### src/rtl/div_pkg_lzh.sv
// Shared definitions for the sequential restoring divider.
//   div_state_t   : FSM encoding (IDLE -> RUN -> DONE -> IDLE)
//   DIV_N_DEFAULT : default divisor/remainder width
//   cnt_width()   : width of the step counter for a given N (counts 0..2N-1)
package div_pkg_lzh;

    typedef enum logic [1:0] {
        S_IDLE = 2'd0,
        S_RUN  = 2'd1,
        S_DONE = 2'd2
    } div_state_t;

    localparam int DIV_N_DEFAULT = 8;

    function automatic int cnt_width(input int n);
        return (n > 1) ? $clog2(2 * n) : 1;
    endfunction

endpackage

### src/rtl/div_step_lzh.sv
// One restoring-division step, purely combinational.
// Ports:
//   rem_in   [N-1:0]  partial remainder before the step (always < divisor)
//   dvd_bit           next dividend bit shifted in at the LSB
//   divisor  [N-1:0]  divisor
//   rem_out  [N-1:0]  partial remainder after the step
//   q_bit             quotient bit produced by this step
module div_step_lzh
    import div_pkg_lzh::*;
#(
    parameter int N = DIV_N_DEFAULT
) (
    input  logic [N-1:0] rem_in,
    input  logic         dvd_bit,
    input  logic [N-1:0] divisor,
    output logic [N-1:0] rem_out,
    output logic         q_bit
);

    logic [N:0] shifted;
    logic [N:0] trial;

    // Shifted remainder needs N+1 bits: it can reach 2*divisor-1.
    assign shifted = {rem_in, dvd_bit};

    // Trial subtraction as x + ~y + 1 over N+1 bits. Because shifted < 2*divisor,
    // trial[N] is set exactly when shifted < divisor (the borrow case).
    assign trial = shifted + ~{1'b0, divisor} + {{N{1'b0}}, 1'b1};

    assign q_bit = ~trial[N];

    // When the trial fails, shifted < divisor < 2^N, so dropping its MSB loses nothing.
    assign rem_out = q_bit ? trial[N-1:0] : shifted[N-1:0];

endmodule

### src/rtl/seq_divider_lzh.sv
// Unsigned sequential restoring divider: 2N-bit dividend / N-bit divisor,
// one quotient bit per clock.
// Handshake: start is sampled only in IDLE; an accepted operation raises busy
// for 2N cycles and then pulses done for one cycle with the results valid.
// Results stay held until the next accept. start in RUN/DONE is dropped.
// Ports:
//   clk, reset          clock, synchronous active-high reset
//   start               request, sampled only in IDLE
//   dividend [2N-1:0]   operand, latched on the accepting edge
//   divisor  [N-1:0]    operand, latched on the accepting edge
//   busy                high while in RUN
//   done                one-cycle pulse when results are valid
//   quotient [2N-1:0]   held result
//   remainder[N-1:0]    held result
//   div_zero            held result was a divide by zero
//   dbg_state           current FSM state (observation only)
module seq_divider_lzh
    import div_pkg_lzh::*;
#(
    parameter int N = DIV_N_DEFAULT
) (
    input  logic            clk,
    input  logic            reset,
    input  logic            start,
    input  logic [2*N-1:0]  dividend,
    input  logic [N-1:0]    divisor,
    output logic            busy,
    output logic            done,
    output logic [2*N-1:0]  quotient,
    output logic [N-1:0]    remainder,
    output logic            div_zero,
    output div_state_t      dbg_state
);

    localparam int             CW   = cnt_width(N);
    localparam logic [CW-1:0]  LAST = CW'(2 * N - 1);

    div_state_t        state_q, state_d;
    logic [CW-1:0]     count_q, count_d;
    logic [2*N-1:0]    dvd_q, dvd_d;
    logic [N-1:0]      dsr_q, dsr_d;
    logic [N-1:0]      rem_q, rem_d;
    logic [2*N-1:0]    qsh_q, qsh_d;
    logic [2*N-1:0]    quot_q, quot_d;
    logic [N-1:0]      remo_q, remo_d;
    logic              dz_q, dz_d;

    logic [N-1:0]      step_rem;
    logic              step_q;

    div_step_lzh #(.N(N)) u_step (
        .rem_in  (rem_q),
        .dvd_bit (dvd_q[2*N-1]),
        .divisor (dsr_q),
        .rem_out (step_rem),
        .q_bit   (step_q)
    );

    always_ff @(posedge clk) begin
        if (reset) begin
            state_q <= S_IDLE;
            count_q <= '0;
            dvd_q   <= '0;
            dsr_q   <= '0;
            rem_q   <= '0;
            qsh_q   <= '0;
            quot_q  <= '0;
            remo_q  <= '0;
            dz_q    <= 1'b0;
        end else begin
            state_q <= state_d;
            count_q <= count_d;
            dvd_q   <= dvd_d;
            dsr_q   <= dsr_d;
            rem_q   <= rem_d;
            qsh_q   <= qsh_d;
            quot_q  <= quot_d;
            remo_q  <= remo_d;
            dz_q    <= dz_d;
        end
    end

    always_comb begin
        state_d = state_q;
        count_d = count_q;
        dvd_d   = dvd_q;
        dsr_d   = dsr_q;
        rem_d   = rem_q;
        qsh_d   = qsh_q;
        quot_d  = quot_q;
        remo_d  = remo_q;
        dz_d    = dz_q;
        busy    = 1'b0;
        done    = 1'b0;

        unique case (state_q)
            S_IDLE: begin
                if (start) begin
                    dvd_d   = dividend;
                    dsr_d   = divisor;
                    rem_d   = '0;
                    qsh_d   = '0;
                    count_d = '0;
                    if (divisor == '0) begin
                        // Divide by zero bypasses RUN and reports immediately.
                        state_d = S_DONE;
                        quot_d  = '1;
                        remo_d  = dividend[N-1:0];
                        dz_d    = 1'b1;
                    end else begin
                        state_d = S_RUN;
                    end
                end
            end
            S_RUN: begin
                busy    = 1'b1;
                rem_d   = step_rem;
                dvd_d   = {dvd_q[2*N-2:0], 1'b0};
                qsh_d   = {qsh_q[2*N-2:0], step_q};
                count_d = count_q + CW'(1);
                if (count_q == LAST) begin
                    // Final step: publish the result straight from this step's outputs.
                    state_d = S_DONE;
                    quot_d  = {qsh_q[2*N-2:0], step_q};
                    remo_d  = step_rem;
                    dz_d    = 1'b0;
                end
            end
            S_DONE: begin
                done    = 1'b1;
                state_d = S_IDLE;
            end
            default: begin
                state_d = S_IDLE;
            end
        endcase
    end

    assign quotient  = quot_q;
    assign remainder = remo_q;
    assign div_zero  = dz_q;
    assign dbg_state = state_q;

endmodule
### config.mk
export PLATFORM = sky130hd
export DESIGN_NAME = seq_divider_lzh
export DESIGN_NICKNAME = d
export VERILOG_FILES = /design/src/rtl/div_pkg_lzh.sv /design/src/rtl/div_step_lzh.sv /design/src/rtl/seq_divider_lzh.sv
export SDC_FILE = /design/constraint.sdc
export NUM_CORES = 1
export LEC_CHECK = 0
export ABC_AREA = 0
export CORE_MARGIN = 3
export CORE_UTILIZATION = 53
export DETAILED_ROUTE_END_ITERATION = 8
export GPL_ROUTABILITY_DRIVEN = 1
export GPL_TIMING_DRIVEN = 0
export PLACE_DENSITY = 0.84
export SYNTH_ARGS = -nofsm -noshare
export SYNTH_HDL_FRONTEND = slang
export SYNTH_SLANG_ARGS = --single-unit
### constraint.sdc
create_clock -name clk -period 2.67 [get_ports clk]
set_input_delay 0.4005 -clock clk [delete_from_list [all_inputs] [get_ports clk]]
set_output_delay 0.4005 -clock clk [all_outputs]
set_load 0.02 [all_outputs]
==> results of run 1 <==
-- cell families after synthesis --
| family | after synthesis | synth area share |
|---|---|---|
| flip-flops | 78 | 0.440 |
| multiplexers | 4 | 0.0130 |
| AND/OR/NAND/NOR | 210 | 0.262 |
| buffers and inverters | 41 | 0.0459 |
| XOR/XNOR | 4 | 0.00988 |
| adder cells (fa/ha/maj) | 10 | 0.0374 |
| AO/OA/AOI/OAI | 108 | 0.192 |
-- worst register-to-register path, stage by stage, from the launching register on --
cell      delay, ps
dfxtp_1         320
inv_2            80
ha_2            170
inv_1            60
fa_2            420
a211oi_4        350
nor3_4          110
mux2_4          370
and3_1          190
or2_1           230
a22o_1          200
-- where the power goes --
part	total (mW)	internal, mW	switching [mW]
sequential	1.30	1.25	0.0566
combinational	1.01	0.421	0.587
clock	1.11	0.635	0.470
-- per-stage QoR --
stage,util,total power [mW]
finish,0.701,3.42
CTS,0.693,3.33
global placement,0.651,2.19
detailed placement,0.651,2.23
global route,0.701,3.57
floorplan,-,1.96
-- state kept, by name (all words and copies together), names as in the netlist --
signal,count
rem_q,8
dvd_q,16
qsh_q,15
count_q,4
div_zero,1
quotient,16
remainder,8
dbg_state,2
dsr_q,8
-- worst paths after layout --
path	end	slack [ps]	start
min reg2reg	dsr_q[2]	460	dsr_q[2]
max	rem_q[4]	80	dvd_q[15]
min	dsr_q[2]	460	dsr_q[2]
max reg2reg	rem_q[4]	80	dvd_q[15]
-- repair_timing --
action                                  in CTS  in global routing
pin swaps                                    0                  4
resized for setup                            2                 10
setup buffers                                0                  3
endpoints found under the setup margin       8                 14
-- layout make-up --
cell class	count	area, um2	share of cell area
Timing Repair Buffer	57	563	0.125
Clock inverter	7	128	0.0283
Inverter	14	52.6	0.0117
Clock buffer	9	124	0.0275
Sequential cell	78	1560	0.347
Multi-Input combinational cell	336	1870	0.415
Tap cell	77	96.3	0.0214
Buffer	27	111	0.0247
-- per-layer routing --
metal / up-vias / wire, um / track usage
li1: 1725 / - / -
met1: 1663 / 4100 / 0.329
met2: 151 / 4510 / 0.423
met3: 20 / 620 / 0.0480
met4: 0 / 172 / 0.100
met5: - / 0 / 0
-- synthesized netlist by cell type, types with 2 or more instances --
library cell,instances,area share
nor2_1,84,0.089
dfxtp_1,78,0.44
nand2_1,51,0.054
a21oi_1,32,0.045
clkbuf_1,24,0.025
nand3_1,23,0.032
nor3_1,22,0.031
o21ai_0,21,0.030
inv_1,13,0.014
a211oi_1,11,0.023
a31oi_1,9,0.016
ha_1,9,0.032
nor4_1,9,0.016
o21bai_1,8,0.017
nand2b_1,5,0.0088
a22oi_1,4,0.0085
a21o_1,3,0.0063
and3_1,3,0.0053
o21ai_1,3,0.0042
xnor2_1,3,0.0074
a22o_1,2,0.0049
a311o_1,2,0.0056
mux2_2,2,0.0063
o21a_1,2,0.0042
o22ai_1,2,0.0035
o311ai_1,2,0.0049
o31ai_1,2,0.0042
or2_1,2,0.0035
-- layout by cell type (no fill, tap or decap), types with 2 or more instances in the layout --
cell	count
clkdlybuf4s50_1	54
and3_1	2
o22ai_1	2
bufinv_16	3
inv_6	2
clkbuf_1	23
nand2b_1	5
nand2_1	50
a21oi_1	32
o21ai_0	21
a311o_1	2
or2_1	2
a31oi_1	9
a211oi_1	10
nand3_1	23
a22o_1	2
clkbuf_8	9
o21a_1	2
buf_4	3
a22oi_1	4
ha_1	8
nor3_1	22
dfxtp_1	78
xnor2_1	3
o21ai_1	3
o21bai_1	8
inv_2	2
inv_1	12
nor4_1	9
o311ai_1	2
o31ai_1	2
a21o_1	3
nor2_1	84
==> impl_metrics.env, run 1 <==
export IMPL_pre_cts_ws_ps=-133
export IMPL_synth_distinct_cells=52
export IMPL_syn2layout_area_growth_pct=26.9
export IMPL_timing_max_cap_violations=0
export IMPL_critPathLaunchType="register"
export IMPL_cts_tree="built"
export IMPL_dp_hpwl_um=6800
export IMPL_cts_buffer_depth=2
export IMPL_synthCells=455
export IMPL_setup_tns_ps=0
export IMPL_drive_gt1_frac=0.0701
export IMPL_vias=3559
export IMPL_grtUsageTotal=0.255
export IMPL_status="complete, no violations"
export IMPL_grt_pass1_vias=3401
export IMPL_cts_buffers=9
export IMPL_worstPathRequired_ps=2930
export IMPL_drt_initial_drc_count=319
export IMPL_fp_dieH_um=87.8
export IMPL_crit_chain="inv_2, ha_2, inv_1, fa_2, a211oi_4, nor3_4, mux2_4, and3_1, or2_1, a22o_1"
export IMPL_synth_edf_count=0
export IMPL_core_mm2=0.00642
export IMPL_diodes=0
export IMPL_finalClockSkew_ps=8.84
export IMPL_grt_max_degree=16
export IMPL_h_tree_depth=3
export IMPL_min_path_type="reg2reg"
export IMPL_place_inst=586
export IMPL_clock_fmax_ghz=0.386
export IMPL_ys_seq_area_frac=0.440
export IMPL_p_leak_nw=1.73
export IMPL_path_clk_slew_ps=90
export IMPL_fin_crit_ps=2590
export IMPL_ir_drop_mv=0.446
export IMPL_final_cell_area_mm2=0.00450
export IMPL_stdcell_count=605
export IMPL_end_kind="register"
export IMPL_fillCellCount=540
export IMPL_row_count=29
export IMPL_routed_wl_um=9390
export IMPL_worst_pin_slew_ps=644
export IMPL_routabilityCongestion=0.892
export IMPL_holdWs_ps=460
export IMPL_critPathArrivalTime_ps=2850
export IMPL_routedWlPerCell_um=15.5
export IMPL_power_density_mw_per_mm2=759
export IMPL_critical_path_class="reg2reg"
export IMPL_drv_slew=0
export IMPL_crit_buf_inv=2
export IMPL_overflow=0
export IMPL_avgViaCountPerCell=5.88
export IMPL_io_buffers=54
export IMPL_drcViolationCount=0
export IMPL_fin_nets=560
export IMPL_ctsHoldBuffers=0
export IMPL_async_reset_ff_frac=0
export IMPL_synth_area_per_cell_um2=7.80
export IMPL_antenna_found_initial=0
export IMPL_hold_violations=0
export IMPL_io_pins=56
export IMPL_ys_flop_type="dfxtp_1"
export IMPL_slowest_stage="fa_2"
export IMPL_place_area_mm2=0.00418
export IMPL_clock_latency_ps=360
export IMPL_netlist_area_mm2=0.00355
export IMPL_drtPass1Iterations=5
export IMPL_critPathMaxFanout=8
export IMPL_setup_ws_ps=81.5
export IMPL_clock_sinks=78
export IMPL_path_depth=10
export IMPL_rr_worst_depth=10
export IMPL_holdPathStages=2
export IMPL_ant_nets=0
export IMPL_initial_core_util=0.552
export IMPL_die_x_um=87.8
export IMPL_cts_root_buf="clkbuf_8"
export IMPL_finalCritPeriodShare=0.969
export IMPL_cpPeakStageDelay_ps=420
export IMPL_yosys_warnings=0
export IMPL_dieArea_mm2=0.00771
export IMPL_rsz0062_at_grt="true"
export IMPL_setup_viol=0
export IMPL_path_delay_family="adder cells"
export IMPL_grt_pass1_wl_um=15600
export IMPL_relSlewSlack=0.570
export IMPL_synth_fp_nets=492
export IMPL_ys_ff_latch=78
No activity file was read; power rests on OpenSTA's default activity.
==> run 2, diff against run 1 <==
Settings changed: SKIP_CTS_REPAIR_TIMING set to 1.
==> run 2 against run 1 <==
Effect of this change:
- critical path depth unchanged
- cell count down 0.17%
- clock skew up 0.95 ps
- sequential share of layout area up 0.058 points
- largest cell class unchanged
- highest routed layer unchanged
==> impl_metrics.env, run 2 (synthesis gave the netlist of run 1 again) <==
export IMPL_cts_root_buf="clkbuf_8"
export IMPL_worst_hold_path_endpoint="dsr_q[1]"
export IMPL_clock_fmax_ghz=0.392
export IMPL_rr_worst_depth=10
export IMPL_ir_drop_mv=0.444
export IMPL_final_common_cell="nor2_1"
export IMPL_ant_nets=0
export IMPL_cts_buffer_depth=2
export IMPL_timing_rr_start="dvd_q[15]"
export IMPL_syn2layout_area_growth_pct=26.7
export IMPL_met2_usage=0.414
export IMPL_grt_pass1_wl_um=15400
export IMPL_path_delay_family="adder cells"
export IMPL_critPathArrivalTime_ps=2800
export IMPL_place_inst=586
export IMPL_critPathMaxFanout=8
export IMPL_grtUsageTotal=0.253
export IMPL_critPathLaunchType="register"
export IMPL_stdcell_count=604
export IMPL_slowest_stage="fa_2"
export IMPL_holdPathStages=2
export IMPL_dieArea_mm2=0.00771
export IMPL_regToRegEndpoint="rem_q[3]"
export IMPL_timing_max_cap_violations=0
export IMPL_vias=3526
export IMPL_setup_viol=0
export IMPL_clock_latency_ps=360
export IMPL_drt_initial_drc_count=348
export IMPL_grt_pass1_vias=3392
export IMPL_h_tree_depth=3
export IMPL_min_path_type="reg2reg"
export IMPL_power_mw=3.42
export IMPL_fin_crit_ps=2550
export IMPL_cts_tree="built"
export IMPL_fin_nets=559
export IMPL_io_buffers=54
export IMPL_drcViolationCount=0
export IMPL_drtPass1Iterations=5
export IMPL_fillCellCount=541
export IMPL_core_mm2=0.00642
export IMPL_antenna_found_initial=0
export IMPL_hp_start="dsr_q[1]"
export IMPL_routabilityCongestion=0.892
export IMPL_place_area_mm2=0.00418
export IMPL_status="complete, no violations"
export IMPL_drv_slew=0
export IMPL_power_density_mw_per_mm2=760
export IMPL_use_met3=0.0480
export IMPL_layout_common_cells="84 x nor2_1, 78 x dfxtp_1, 54 x clkdlybuf4s50_1"
export IMPL_grt_busiest_layer="met2"
export IMPL_critical_path_class="reg2reg"
export IMPL_dp_hpwl_um=6800
export IMPL_finalClockSkew_ps=9.79
export IMPL_rrSetupSlack_ps=120
export IMPL_crit_chain="inv_2, ha_2, inv_1, fa_2, a211oi_4, nor3_4, mux2_4, and3_1, or2_1, a22o_1"
export IMPL_end_kind="register"
export IMPL_routed_wl_um=9380
export IMPL_avgViaCountPerCell=5.84
export IMPL_relSlewSlack=0.555
export IMPL_finalCritPeriodShare=0.955
export IMPL_cpPeakStageDelay_ps=380
export IMPL_io_pins=56
export IMPL_fp_dieH_um=87.8
export IMPL_final_cell_area_mm2=0.00450
export IMPL_worst_pin_slew_ps=667
export IMPL_crit_path_start="dvd_q[15]"
export IMPL_diodes=0
export IMPL_crit_buf_inv=2
export IMPL_overflow=0
export IMPL_drive_gt1_frac=0.0664
export IMPL_initial_core_util=0.552
export IMPL_grt_max_degree=16
export IMPL_die_x_um=87.8
export IMPL_cts_buffers=9
export IMPL_clock_sinks=78
export IMPL_hold_violations=0
export IMPL_met1_usage=0.327
export IMPL_row_count=29
export IMPL_routedWlPerCell_um=15.5
export IMPL_worstPathRequired_ps=2920
export IMPL_path_clk_slew_ps=80
export IMPL_p_leak_nw=1.73
## run 2: cell count changes in the layout (fill, tap and decap cells not counted)
cell	previous run	this run
buf_4	3	2
and3_4	1	0
nand2_2	1	0
and3_1	2	3
nand2_4	0	1
## run 2: metal layers
metal | share of wire | vias to the layer above
met1 | 0.44 | 1667
li1 | - | 1717
met5 | 0 | -
met3 | 0.063 | 18
met4 | 0.017 | 0
met2 | 0.48 | 124
## run 2: where the power goes
group	internal [mW]	switching (mW)
clock	0.636	0.468
combinational	0.421	0.589
sequential	1.25	0.0566
## run 2: worst max path at each step
| stage | end | cells past startpoint | slack, ps |
|---|---|---|---|
| finish | rem_q[3] | 10 | 120 |
| global route | rem_q[3] | 10 | -10 |
| CTS | rem_q[5] | 10 | -160 |
| detailed placement | rem_q[5] | 10 | -130 |
| global placement | quotient[10] | 7 | -60 |
| floorplan | rem_q[5] | 10 | 230 |
## run 2: final cells by class
class	count	area, um2	area share
clock buffer	9	124	0.0276
tap	77	96.3	0.0214
buffer	27	111	0.0248
sequential	78	1560	0.347
timing repair buffer	56	556	0.124
clock inverter	7	128	0.0284
multi-input combinational	336	1870	0.415
inverter	14	52.6	0.0117
## run 2: per-stage QoR
| step | util | setup WS (ps) | hold WS [ps] | TNS, ps |
|---|---|---|---|---|
| 3_5_place_dp | 0.651 | -133 | 450 | -1300 |
| 2_1_floorplan | - | 228 | 436 | 0 |
| 4_1_cts | 0.691 | -161 | 462 | -492 |
| 6_report | 0.700 | 121 | 460 | 0 |
| 3_3_place_gp | 0.651 | -64.3 | 445 | -621 |
| 5_1_grt | 0.700 | -11.9 | 483 | -17.7 |
## run 2: tightest hold or removal path: stages, from the launching register on
cell	delay [ps]
dfxtp_1	310
nand2_1	50
a21oi_1	50
